`src/rtl/temporal_fold_scheduler.sv`:
```
// Feeds one folded sample at a time into temporal_encoder, walking folds high to low.
// On the last N-gram element each fold waits for the AM side to take the previous output.
module temporal_fold_scheduler #(
   parameter int NUM_FOLDS       = 10,
   parameter int NUM_FOLDS_WIDTH = 4,
   parameter int NGRAM_SIZE      = 3
) (
   input  logic                       clk,
   input  logic                       rst,
   input  logic                       sample_valid,
   output logic                       sample_done,
   output logic [NUM_FOLDS_WIDTH-1:0] fold_idx,
   output logic                       enc_valid,
   input  logic                       enc_ready,
   output logic [1:0]                 classification_counter,
   output logic                       send_to_am,
   input  logic                       out_fire,
   input  logic                       flush,
   output logic                       ngram_done,
   output logic                       enc_clear,
   output logic                       busy
);

   typedef enum logic [2:0] {IDLE, LOAD, ISSUE, WAIT_OUT, FINISH} state_t;

   localparam logic [NUM_FOLDS_WIDTH-1:0] FOLD_TOP = NUM_FOLDS_WIDTH'(NUM_FOLDS - 1);
   localparam logic [NUM_FOLDS_WIDTH-1:0] FOLD_ONE = NUM_FOLDS_WIDTH'(1);
   localparam logic [1:0]                 CC_LAST  = 2'(NGRAM_SIZE - 1);

   state_t                     state, state_nxt;
   logic [NUM_FOLDS_WIDTH-1:0] fold_nxt;
   logic [1:0]                 cc_nxt;
   logic                       done_nxt, ngram_nxt, clear_nxt;
   logic                       fire, fold_last;

   assign enc_valid  = (state == ISSUE);
   assign busy       = (state != IDLE);
   assign send_to_am = (classification_counter == CC_LAST);
   assign fire       = enc_valid && enc_ready;
   assign fold_last  = (fold_idx == '0);

   always_comb begin
      state_nxt = state;
      fold_nxt  = fold_idx;
      cc_nxt    = classification_counter;
      done_nxt  = 1'b0;
      ngram_nxt = 1'b0;
      clear_nxt = 1'b0;
      if (flush) begin
         // Abandon the N-gram; the pending sample is picked up again from the top fold.
         state_nxt = IDLE;
         fold_nxt  = FOLD_TOP;
         cc_nxt    = '0;
         clear_nxt = 1'b1;
      end else begin
         case (state)
            IDLE: begin
               if (sample_valid) begin
                  state_nxt = LOAD;
                  fold_nxt  = FOLD_TOP;
               end
            end
            LOAD: state_nxt = ISSUE;
            ISSUE: begin
               if (fire) begin
                  if (send_to_am)     state_nxt = WAIT_OUT;
                  else if (fold_last) state_nxt = FINISH;
                  else                fold_nxt  = fold_idx - FOLD_ONE;
               end
            end
            WAIT_OUT: begin
               if (out_fire) begin
                  if (fold_last) begin
                     state_nxt = FINISH;
                  end else begin
                     fold_nxt  = fold_idx - FOLD_ONE;
                     state_nxt = ISSUE;
                  end
               end
            end
            FINISH: begin
               done_nxt  = 1'b1;
               ngram_nxt = send_to_am;
               cc_nxt    = send_to_am ? 2'd0 : classification_counter + 2'd1;
               state_nxt = IDLE;
            end
            default: state_nxt = IDLE;
         endcase
      end
   end

   // Pulses are registered, so they land one cycle after FINISH together with the new counter.
   always_ff @(posedge clk) begin
      if (rst) begin
         state                  <= IDLE;
         fold_idx               <= FOLD_TOP;
         classification_counter <= '0;
         sample_done            <= 1'b0;
         ngram_done             <= 1'b0;
         enc_clear              <= 1'b0;
      end else begin
         state                  <= state_nxt;
         fold_idx               <= fold_nxt;
         classification_counter <= cc_nxt;
         sample_done            <= done_nxt;
         ngram_done             <= ngram_nxt;
         enc_clear              <= clear_nxt;
      end
   end

endmodule

```
`config.mk`:
```
export PLATFORM = sky130hd
export DESIGN_NAME = temporal_fold_scheduler
export DESIGN_NICKNAME = d
export VERILOG_FILES = /design/src/rtl/temporal_fold_scheduler.sv
export SDC_FILE = /design/constraint.sdc
export NUM_CORES = 1
export LEC_CHECK = 0
export CAP_MARGIN = 10
export CORE_MARGIN = 1.5
export CORE_UTILIZATION = 45
export CTS_BUF_LIST = sky130_fd_sc_hd__clkbuf_4 sky130_fd_sc_hd__clkbuf_8 sky130_fd_sc_hd__clkbuf_16
export DETAILED_ROUTE_END_ITERATION = 7
export MAX_ROUTING_LAYER = met4
export PLACE_DENSITY_LB_ADDON = 0.08
export SLEW_MARGIN = 20
export SYNTH_ARGS = -nofsm -noshare
export SYNTH_HDL_FRONTEND = slang
export SYNTH_SLANG_ARGS = --single-unit
```
`constraint.sdc`:
```
create_clock -name clk -period 1.73 [get_ports clk]
set_input_delay 0.173 -clock clk [delete_from_list [all_inputs] [get_ports clk]]
set_output_delay 0.173 -clock clk [all_outputs]
set_load 0.005 [all_outputs]
```
==> results.toml <==
[floorplanning]
io_pins = 18
die_w_um = 40.5
die_y_um = 40.5
start_util = 0.487
die_area_mm2 = 0.00164
rows = 13
core_area_mm2 = 0.00130

[synthesis]
synth_top_cell_area_share = 0.379
synth_top_cell_by_area = "dfxtp_1"
syn_area_per_cell_um2 = 8.79
synth_mux_area_frac = 0.0494
yosys.area_share.simple = 0.273
synth_top_family_by_area = "simple AND/OR/NAND/NOR gates"
async_reset_ff_frac = 0
synth_xor_area_frac = 0
ys_ff_latch = 12
synth_edf_count = 0
syn_inst = 72
synth_flop_cell = "dfxtp_1"
yosys-top-cells-area = "dfxtp_1 38%, nor2_1 5.9%, nor3_1 4.7%"
syn_area_um2 = 633
synthAdderAreaFrac = 0.0395
synth_compound_area_frac = 0.196
synthDistinctLibCells = 30
ys_seq_area_frac = 0.379
ys_warn_count = 0
synthesis.nets = 80

[pwr]
vdd_drop_max_v = 0.000425
leakagePower_nw = 0.323
power.density_mw_per_mm2 = 640
p_total_mw = 0.542

[sta]
fin_ws_ps = 105
finalCritPeriodShare = 0.939
tightest_slew_ps = 300
period_needed_ps = 1630
fin_setup_tns_ps = 0
max_clock_freq_mhz = 615
hold_viol = 0
rsz0062_at_grt = "false"
clock_skew_ps = 10.3
setup_viol = 0
drv_slew = 0
relSlewSlack = 0.798

[critical_path]
setup.worst_path.end_class = "output pin"
crit_type = "reg2out"
cp.arrival_ps = 1450
critPathMaxFanout = 7
startpoint_type = "flip-flop"
cp_data_required_time_ps = 1560

[grt]
grt_pass1_vias = 478
grt_max_degree = 8
antenna_found_initial = 0
overflow = 0
gr-usage-all-layers = 0.197
grt_pass1_wl_um = 2010

[route]
drt-initial-drc-count = 5
drc = 0
via_per_inst = 5.46
wirelength_um = 1290
ant_nets = 0
dr.pass1.iters = 4
route.vias.total = 573
routedWlPerCell_um = 12.3

[final_layout]
syn2layout_area_growth_pct = 33.8
fin_nets = 100
drive_above_1_share = 0.156
diodes = 0
post-route-cell-area_um2 = 847
post-route-util = 0.651

[placement]
gp_congestion = 0.816
dp_slack_ps = 8.74
port_buffers = 17
place_hpwl_um = 987
placed_area_um2 = 820

[min_path]
hp-class = "in2reg"

[clocking]
cts_setup_buffers = 0
cts_max_path_buffers = 2
clk_pin_slew_ps = 80
cts_hold_buf = 0
insertion_delay_ps = 270
h-tree-depth = 1
cts_tree = "done"
clkSinkCount = 12
cts-buffers-inserted = 3
cts_root_buffer = "clkbuf_4"

[job]
drv_cap = 0

[run_status]
status = "completed"
-- sequential cells by signal (all words and copies together), names as in the netlist --
register / flops
state: 3
classification_counter: 2
fold_idx: 4
enc_clear: 1
ngram_done: 1
sample_done: 1
-- critical path, cell delays in order, from the launching register on --
cell	delay [ps]
dfxtp_1	390
nor3_2	270
inv_1	90
clkdlybuf4s50_1	450
-- cells by family after synthesis --
| group | count (synthesis) |
|---|---|
| simple gates | 30 |
| compound gates | 16 |
| flops | 12 |
| buf+inv | 9 |
| mux | 3 |
| fa+ha+maj | 2 |
-- cells in the final DEF, fill, tap and decap left out, types with 2 or more instances in the layout --
cell type / Yosys / layout
clkbuf_4: 0 / 3
nor2b_1: 3 / 3
ha_1: 2 / 2
a21oi_2: 2 / 2
nor3b_1: 2 / 2
nor2_1: 10 / 10
o21a_1: 4 / 4
nand2b_1: 2 / 2
nor3_1: 6 / 5
mux2i_1: 2 / 2
buf_4: 1 / 3
a21oi_1: 3 / 3
a31oi_1: 2 / 2
dfxtp_1: 12 / 12
nor3_2: 1 / 2
inv_1: 4 / 4
clkdlybuf4s50_1: 0 / 17
-- through the flow --
stage,hold slack (ps),std cells
floorplan,245,72
global placement,528,102
detailed placement,533,102
CTS,472,105
finish,472,105
global route,498,105
-- cells in the mapped netlist (2+ instances only) --
cell type / n
a21oi_1: 3
a21oi_2: 2
a31oi_1: 2
buf_2: 2
dfxtp_1: 12
ha_1: 2
inv_1: 4
mux2i_1: 2
nand2b_1: 2
nor2_1: 10
nor2b_1: 3
nor3_1: 6
nor3b_1: 2
o21a_1: 4
-- per-layer routing --
metal  up-vias  wire [um]  global-route usage
met5         -          0                   -
met4         0         14               0.125
met3         2         42              0.0333
met2        10        647               0.310
met1       271        587               0.228
li1        290          -                   -
-- cell type report --
type,instances,area (um^2)
clock buffer,3,22.5
inverter,4,15.0
multi-input combinational,51,358
fill,112,454
sequential,12,240
tap,15,18.8
timing repair buffer,20,193
-- where the power goes --
part / leakage (nW) / total, mW / internal (mW) / switching, mW
Clock: 0.0138 / 0.171 / 0.0805 / 0.0904
Sequential: 0.0973 / 0.287 / 0.281 / 0.00622
Combinational: 0.212 / 0.0839 / 0.0458 / 0.0382
Total: 0.323 / 0.542 / 0.407 / 0.135
-- repair_timing --
item / in CTS / in global routing
setup endpoints to repair: 0 / 1
resized for setup: 0 / 1
endpoints found under the hold margin: 0 / 0
-- final timing paths --
kind | cells past startpoint | slack (ps) | to | startpoint
max | 3 | 100 | busy | state[2]
max reg2reg | 6 | 130 | fold_idx[1] | fold_idx[0]
min reg2reg | 2 | 550 | classification_counter[0] | classification_counter[0]
min | 2 | 470 | enc_clear | rst
Power figures use the tool's default switching activity.
